===== config.mk =====
export PLATFORM = sky130hd
export DESIGN_NAME = rv32i_instr_decoder
export DESIGN_NICKNAME = d
export VERILOG_FILES = /design/src/rtl/rv32i_instr_decoder.sv
export SDC_FILE = /design/constraint.sdc
export NUM_CORES = 1
export LEC_CHECK = 0
export CAP_MARGIN = 10
export CELL_PAD_IN_SITES_DETAIL_PLACEMENT = 2
export CELL_PAD_IN_SITES_GLOBAL_PLACEMENT = 2
export CORE_MARGIN = 8
export CORE_UTILIZATION = 33
export CTS_BUF_LIST = sky130_fd_sc_hd__clkbuf_4 sky130_fd_sc_hd__clkbuf_8
export DETAILED_ROUTE_END_ITERATION = 16
export GPL_ROUTABILITY_DRIVEN = 0
export PLACE_DENSITY = 0.84
export SYNTH_ARGS = -nofsm -noshare
export SYNTH_HDL_FRONTEND = slang
export SYNTH_SLANG_ARGS = --single-unit
export TNS_END_PERCENT = 20

===== constraint.sdc =====
create_clock -name clk -period 9.07 [get_ports clk]
set_input_delay 0.907 -clock clk [delete_from_list [all_inputs] [get_ports clk]]
set_output_delay 0.907 -clock clk [all_outputs]
set_load 0.05 [all_outputs]

===== src/rtl/rv32i_instr_decoder.sv =====
// rv32i_instr_decoder: registered RV32I field/format/immediate decoder with a 2-entry skid buffer and saturating counters
module rv32i_instr_decoder #(
    parameter int COUNT_W = 16
) (
    input  logic               clk,
    input  logic               reset,
    input  logic               in_valid,
    output logic               in_ready,
    input  logic [31:0]        in_instr,
    input  logic [31:0]        in_pc,
    output logic               out_valid,
    input  logic               out_ready,
    output logic [31:0]        out_pc,
    output logic [6:0]         out_opcode,
    output logic [4:0]         out_rd,
    output logic [4:0]         out_rs1,
    output logic [4:0]         out_rs2,
    output logic [2:0]         out_funct3,
    output logic [6:0]         out_funct7,
    output logic [2:0]         out_fmt,
    output logic [31:0]        out_imm,
    output logic               out_illegal,
    output logic [COUNT_W-1:0] decoded_count,
    output logic [COUNT_W-1:0] illegal_count
);
    localparam logic [2:0] FMT_R = 3'd0, FMT_I = 3'd1, FMT_S = 3'd2, FMT_B = 3'd3,
                           FMT_U = 3'd4, FMT_J = 3'd5, FMT_NONE = 3'd7;
    typedef struct packed {
        logic [31:0] pc;
        logic [31:0] instr;
        logic [2:0]  fmt;
        logic [31:0] imm;
        logic        illegal;
    } entry_t;
    typedef enum logic [1:0] {EMPTY, ONE, TWO} state_t;
    localparam entry_t CLEAR = '{pc: 32'd0, instr: 32'd0, fmt: FMT_NONE, imm: 32'd0, illegal: 1'b0};
    state_t state, state_n;
    entry_t main_q, skid_q, dec;
    logic rdy_q, accept, drain, load_main, load_skid, shift;
    logic [6:0] op, f7;
    logic [2:0] f3, fmt;
    logic ill;
    assign op = in_instr[6:0];
    assign f3 = in_instr[14:12];
    assign f7 = in_instr[31:25];
    always_comb begin
        fmt = FMT_NONE;
        ill = 1'b0;
        case (op)
            7'b0110011: begin
                fmt = FMT_R;
                ill = !(f7 == 7'h00 || (f7 == 7'h20 && (f3 == 3'b000 || f3 == 3'b101)));
            end
            7'b0010011: begin
                fmt = FMT_I;
                ill = (f3 == 3'b001 && f7 != 7'h00) || (f3 == 3'b101 && f7 != 7'h00 && f7 != 7'h20);
            end
            7'b0000011: begin
                fmt = FMT_I;
                ill = f3 == 3'b011 || f3 == 3'b110 || f3 == 3'b111;
            end
            7'b1100111: begin
                fmt = FMT_I;
                ill = f3 != 3'b000;
            end
            7'b0100011: begin
                fmt = FMT_S;
                ill = f3 > 3'b010;
            end
            7'b1100011: begin
                fmt = FMT_B;
                ill = f3 == 3'b010 || f3 == 3'b011;
            end
            7'b0110111, 7'b0010111: fmt = FMT_U;
            7'b1101111: fmt = FMT_J;
            default: ill = 1'b1;
        endcase
        if (in_instr[1:0] != 2'b11) ill = 1'b1;
        if (ill) fmt = FMT_NONE;
    end
    always_comb begin
        dec.pc = in_pc;
        dec.instr = in_instr;
        dec.fmt = fmt;
        dec.illegal = ill;
        dec.imm = fmt == FMT_I ? {{20{in_instr[31]}}, in_instr[31:20]} :
                  fmt == FMT_S ? {{20{in_instr[31]}}, in_instr[31:25], in_instr[11:7]} :
                  fmt == FMT_B ? {{19{in_instr[31]}}, in_instr[31], in_instr[7], in_instr[30:25], in_instr[11:8], 1'b0} :
                  fmt == FMT_U ? {in_instr[31:12], 12'd0} :
                  fmt == FMT_J ? {{11{in_instr[31]}}, in_instr[31], in_instr[19:12], in_instr[20], in_instr[30:21], 1'b0} :
                  32'd0;
    end
    assign in_ready  = rdy_q;
    assign out_valid = state != EMPTY;
    assign accept    = in_valid && rdy_q;
    assign drain     = out_valid && out_ready;
    always_comb begin
        state_n = state;
        load_main = 1'b0;
        load_skid = 1'b0;
        shift = 1'b0;
        case (state)
            EMPTY: if (accept) begin
                state_n = ONE;
                load_main = 1'b1;
            end
            ONE: if (accept && drain) begin
                load_main = 1'b1;
            end else if (accept) begin
                state_n = TWO;
                load_skid = 1'b1;
            end else if (drain) begin
                state_n = EMPTY;
            end
            TWO: if (drain) begin
                state_n = ONE;
                shift = 1'b1;
            end
            default: state_n = EMPTY;
        endcase
    end
    // in_ready is registered from the next state so it never follows out_ready combinationally
    always_ff @(posedge clk or posedge reset) begin
        if (reset) begin
            state <= EMPTY;
            rdy_q <= 1'b0;
            main_q <= CLEAR;
            skid_q <= CLEAR;
            decoded_count <= '0;
            illegal_count <= '0;
        end else begin
            state <= state_n;
            rdy_q <= state_n != TWO;
            main_q <= load_main ? dec : shift ? skid_q : main_q;
            skid_q <= load_skid ? dec : skid_q;
            if (drain && !(&decoded_count)) decoded_count <= decoded_count + COUNT_W'(1);
            if (drain && main_q.illegal && !(&illegal_count)) illegal_count <= illegal_count + COUNT_W'(1);
        end
    end
    assign out_pc      = main_q.pc;
    assign out_opcode  = main_q.instr[6:0];
    assign out_rd      = main_q.instr[11:7];
    assign out_funct3  = main_q.instr[14:12];
    assign out_rs1     = main_q.instr[19:15];
    assign out_rs2     = main_q.instr[24:20];
    assign out_funct7  = main_q.instr[31:25];
    assign out_fmt     = main_q.fmt;
    assign out_imm     = main_q.imm;
    assign out_illegal = main_q.illegal;
endmodule


### Word-level counts from Yosys, hierarchy flattened

Index checks and enable logic that the tools add are counted.

| storage, ports and cells | value |
|---|---|
| bits in registers | 235 |
| logic and storage cells | 98 |

| cells by class | value |
|---|---|
| $add $sub $neg | 2 |
| order comparisons | 1 |
| equal/unequal tests | 26 |
| mux-type cells | 24 |
| reduce and logical (&&, ||, !) cells | 31 |

Operators by type and width:

| kind | number |
|---|---|
| $mux W100 | 2 |
| $mux W32 | 5 |
| $add A16 B1 Y16 const B | 2 |
| $reduce_and A16 Y1 | 2 |
| $eq A7 B6 Y1 const B | 4 |
| $eq A7 B7 Y1 const B | 3 |
| $pmux W3 S6 | 1 |
| $eq A3 B3 Y1 const B | 5 |
| $eq A7 B5 Y1 const B | 2 |
| $eq A3 B2 Y1 const B | 4 |
| $logic_and A1 B1 Y1 | 10 |
| $mux W2 | 5 |
| $eq A7 B2 Y1 const B | 1 |
| $logic_not A7 Y1 | 1 |
| $mux W1 | 7 |
| $ne A7 B6 Y1 const B | 1 |
| $pmux W1 S7 | 1 |
| $reduce_bool A7 Y1 | 1 |
| $eq A3 B1 Y1 const B | 2 |
| $logic_or A1 B1 Y1 | 6 |
| $pmux W2 S3 | 1 |
| $reduce_or A3 Y1 | 2 |
| $ne A2 B2 Y1 const B | 2 |
| $reduce_bool A2 Y1 | 2 |
| other kinds (10) | 12 |

### Depth between registers and ports, before layout

| logic depth | value |
|---|---|
| depth in word-level cells | 15 |
| mapped depth | 8 |
| mapped depth without buffers | 7 |

### Worst setup path before layout

OpenSTA, ideal clock, no wires.

| timing path | value |
|---|---|
| path type | input to register |
| start point | input in_instr[2] |
| end point | register skid_q[4] (netlist name) |
| arrival time | 2.549 ns |
| required time | 8.943 ns |
| path slack | 6.394 ns |
| stages | 7 |
| path through | buf_6 or4_4 or4b_4 and3_4 nand4_4 buf_6 o21ai_0 |

| between the ends | value |
|---|---|
| word-level cells in the longest chain between the ends | 11 |

Ends and longest elaborated chain:

| item | line | source |
|---|---|---|
| start, declared | 9 | `input logic [31:0] in_instr,` |
| $eq A7 B7 Y1 (tied with other cells) | 49 | `case (op)` |
| $reduce_or A3 Y1 (no source line) | - |  |
| $pmux W1 S7 | 49 |  |
| $mux W1 | 78 | `if (in_instr[1:0] != 2'b11) ill = 1'b1;` |
| $mux W3 (*) | 79 | `if (ill) fmt = FMT_NONE;` |
| $eq A3 B3 Y1 | 90 | `fmt == FMT_J ? {{11{in_instr[31]}}, in_instr[31], in_instr[19:12], in_instr[20], in_instr[30:21], 1'b0} :` |
| $mux W32 | 90 |  |
| $mux W32 | 89 | `fmt == FMT_U ? {in_instr[31:12], 12'd0} :` |
| $mux W32 | 88 | `fmt == FMT_B ? {{19{in_instr[31]}}, in_instr[31], in_instr[7], in_instr[30:25], in_instr[11:8], 1'b0} :` |
| $mux W32 | 87 | `fmt == FMT_S ? {{20{in_instr[31]}}, in_instr[31:25], in_instr[11:7]} :` |
| $mux W32 (*) | 86 | `dec.imm = fmt == FMT_I ? {{20{in_instr[31]}}, in_instr[31:20]} :` |
| end signal, assigned | 135 | `skid_q <= load_skid ? dec : skid_q;` |
| end, declared | 38 | `entry_t main_q, skid_q, dec;` |

Mark *: on every way between the ends. The rest lies on a longest branch, timed or not.
A chain may end at the register's enable or synchronous reset.

### Worst setup path after layout

| timing path | value |
|---|---|
| start point | input out_ready |
| end point | register main_q, in the netlist out_imm[5] |

| between the ends | value |
|---|---|
| word-level cells in the longest chain between the ends | 5 |

Ends and longest elaborated chain:

| item | line | source |
|---|---|---|
| start, declared | 12 | `input logic out_ready,` |
| $logic_and A1 B1 Y1 (*) | 96 | `assign drain = out_valid && out_ready;` |
| $logic_and A1 B1 Y1 | 107 | `ONE: if (accept && drain) begin` |
| $mux W1 | 107 |  |
| $pmux W1 S2 | 102 | `case (state)` |
| $mux W100 or $reduce_bool A2 Y1 (tied branches) | - |  |
| end signal, assigned | 134 | `main_q <= load_main ? dec : shift ? skid_q : main_q;` |
| end, declared | 38 |  |

Marks and branches as above.

==> metrics.csv <==
metric,value,unit
unrepaired setup endpoints after global routing,false,
post-synth top area cell,dfrtp_1,
Final Non-Filler Cells,1686,
ant diodes,0,
final core utilization,43.9,%
DRC viols,0,
Placed Instances,1613,
"Arr. time, crit path",3.80,ns
Via Count,8822,
clk buf depth,3,
"Cell Area, Synth",10100,um2
clock skew,0.0154,ns
die area,36400,um2
syn_area_per_cell,9.46,um2
DRT antenna net count,0,
P_int,0.00268,W
Initial Util,33.2,%
root buffer cell,clkbuf_8,
Highest Signal Layer,met4,
CTS Buf Count,43,
post-synthesis sequential area ratio,58.4,%
clk slew on worst S/H paths,0.06,ns
status,finished clean,
final period utilization,36.8,%
final wirelength,35.9,mm
Iter 0 DRT Violations,398,
CTS tree,built,
met3 routed WL,1.81,mm
post-DP HPWL,23.8,mm
routed metal-1 wirelength,15.6,mm
Gate power share,42.2,%
prevailing post-synth register cell,dfrtp_1,
Power Total,0.00479,W
Final Hold Slack,0.476,ns
vias in the first global route,9957,
element type at the critical path start,input port,
post-synthesis cell count,1066,
Final Hold Viols,0,
Final min period,3.34,ns
data required time of the worst path,9.53,ns
sw frac,44.0,%
first drt pass iteration count,5,
wire per inst,21.3,um
crit path kind,in2reg,
Max Cap Viol,0,
die height,191,um
first-pass GRT wire length,57.4,mm
PortBufs,201,
Area Growth Syn to Fin,32.0,%
PostCTS Resize Cnt,0,
Die X,191,um
routed vias/inst,5.23,
initial antenna violation count,0,
fmax,300,MHz
synth top area cells,"dfrtp_1 (57%), nand2_1 (15%), a22oi_1 (5.4%), clkbuf_1 (1.7%), nor2_1 (1.7%)",
total gr overflow,0,
HP Class,reg2reg,
Worst setup EP type,flip-flop,
layout cells sized above 1,8.53,%
Lkg Pwr,6.09,nW
Ports,202,
H-tree depth,2,
gr usage total,19.8,%
setup TNS,0,ns
fraction of registers with async set/reset,100,%
Post-Syn Nets,1136,
crit path max fanout,63,
fin nets,1332,
Slew headroom,28.9,%
CORE AREA,30300,um2
CTS sink count,235,
Ys Warns,0,
clock share of power,21.4,%
"Clk Latency, worst-skew pair",0.56,ns
net load switching power,0.00211,W
Final setup viols,0,
CTS Hold Buffers Added,0,
Post-synth EDFFs,0,
fill count,3243,
Flop pwr share,36.4,%
pin count of the biggest net entering global routing,110,
worst slew pin tran,1.07,ns
Yosys top cell area share,56.8,%
Yosys reg bits,235,
pwr/cell area,360,nW/um2
WL met2,17.6,mm
final slew viol count,0,
Worst VDD drop,0.219,mV
post-CTS setup buffers,0,
row cnt,64,
count of cell types in the netlist,59,
-- routing by layer --
metal	track usage, %	up-vias
met5	0	-
met4	5.82	0
met3	3.26	50
met2	33.4	199
met1	25.7	4580
li1	-	3993
-- state kept, by name (all words and copies together) (netlist names) --
| signal | flops |
|---|---|
| skid_q | 100 |
| out_imm | 32 |
| out_pc | 32 |
| decoded_count | 16 |
| illegal_count | 16 |
| out_funct7 | 7 |
| out_opcode | 7 |
| out_rd | 5 |
| out_rs1 | 5 |
| out_rs2 | 5 |
| out_fmt | 3 |
| out_funct3 | 3 |
| state | 2 |
| in_ready | 1 |
| out_illegal | 1 |
-- path summary, 6_finish.rpt --
path | from | end | slack (ns) | cells past startpoint
hold / removal | skid_q[77] | skid_q[77] | 0.48 | 2
setup reg to reg | state[0] | out_imm[5] | 6.12 | 7
hold reg to reg | skid_q[77] | skid_q[77] | 0.48 | 2
max in group asynchronous | reset | skid_q[26] | 6.65 | 3
min in group asynchronous | reset | illegal_count[3] | 0.91 | 2
setup / recovery | out_ready | out_imm[5] | 5.73 | 8
-- placed cells by master (no fill, tap or decap), types with 3 or more instances in the layout --
| master | instances |
|---|---|
| nand2_1 | 415 |
| dfrtp_1 | 229 |
| clkdlybuf4s50_1 | 201 |
| a22oi_1 | 72 |
| clkbuf_8 | 49 |
| nor2_1 | 45 |
| o21ai_0 | 32 |
| a21oi_1 | 29 |
| clkbuf_4 | 21 |
| a32oi_1 | 19 |
| xnor2_1 | 15 |
| xor2_1 | 13 |
| nand3_1 | 12 |
| inv_1 | 11 |
| and3_1 | 10 |
| mux2i_1 | 8 |
| buf_4 | 8 |
| and2_1 | 7 |
| a31oi_1 | 7 |
| dfstp_2 | 6 |
| nand4_1 | 5 |
| nor3_1 | 5 |
| nor2b_1 | 4 |
| o22ai_1 | 4 |
| o21a_1 | 3 |
| nor4_1 | 3 |
| nand2b_1 | 3 |
| o22a_1 | 3 |
| inv_8 | 3 |
| a2bb2oi_1 | 3 |
-- cells in the mapped netlist, types with 12 or more instances --
cell type and n:
a21oi_1 29, inv_1 12, a22oi_1 72, xnor2_1 15, dfrtp_1 229, a32oi_1 19, nand3_1 12, clkbuf_1 47
nand2_1 416, nor2_1 47, xor2_1 13, o21ai_0 32
-- through the flow --
stage / setup WS (ns) / cell area, um2
floorplan: 1.73 / 10100
global placement: 5.26 / 12500
detailed placement: 5.10 / 12500
CTS: 5.72 / 13300
global route: 5.54 / 13300
finish: 5.73 / 13300
-- area by class of cell --
type	count	area [um2]	share of cell area (%)
Multi-Input combinational cell	761	3940	29.6
Clock inverter	3	30.0	0.226
Tap cell	396	495	3.72
Sequential cell	235	5890	44.2
Timing Repair Buffer	209	2070	15.6
Clock buffer	70	832	6.25
Inverter	12	52.6	0.395
-- critical path, stage by stage --
cell and delay, ns:
clkdlybuf4s50_1 0.50, nor2b_1 0.39, nor3_4 0.07, buf_4 0.39
nor2_4 0.64, buf_4 0.60, a22oi_1 0.14, o21ai_0 0.13
-- power by group through the flow --
stage               logic [W]  registers [W]  clock network [W]
global route          0.00216        0.00180            0.00110
CTS                   0.00206        0.00175            0.00106
global placement      0.00198        0.00173                  0
detailed placement    0.00204        0.00175                  0
finish                0.00202        0.00174            0.00103
floorplan            0.000553        0.00245                  0
-- cells by family after synthesis --
group           count (synthesis)  synth area share, %
xor+xnor                       28                 2.43
mux                            10                 1.02
simple gates                  531                 22.0
compound gates                190                 13.1
buf+inv                        70                 2.85
fa+ha+maj                       2                0.248
flops                         235                 58.4
(Power assumes the default switching activity.)
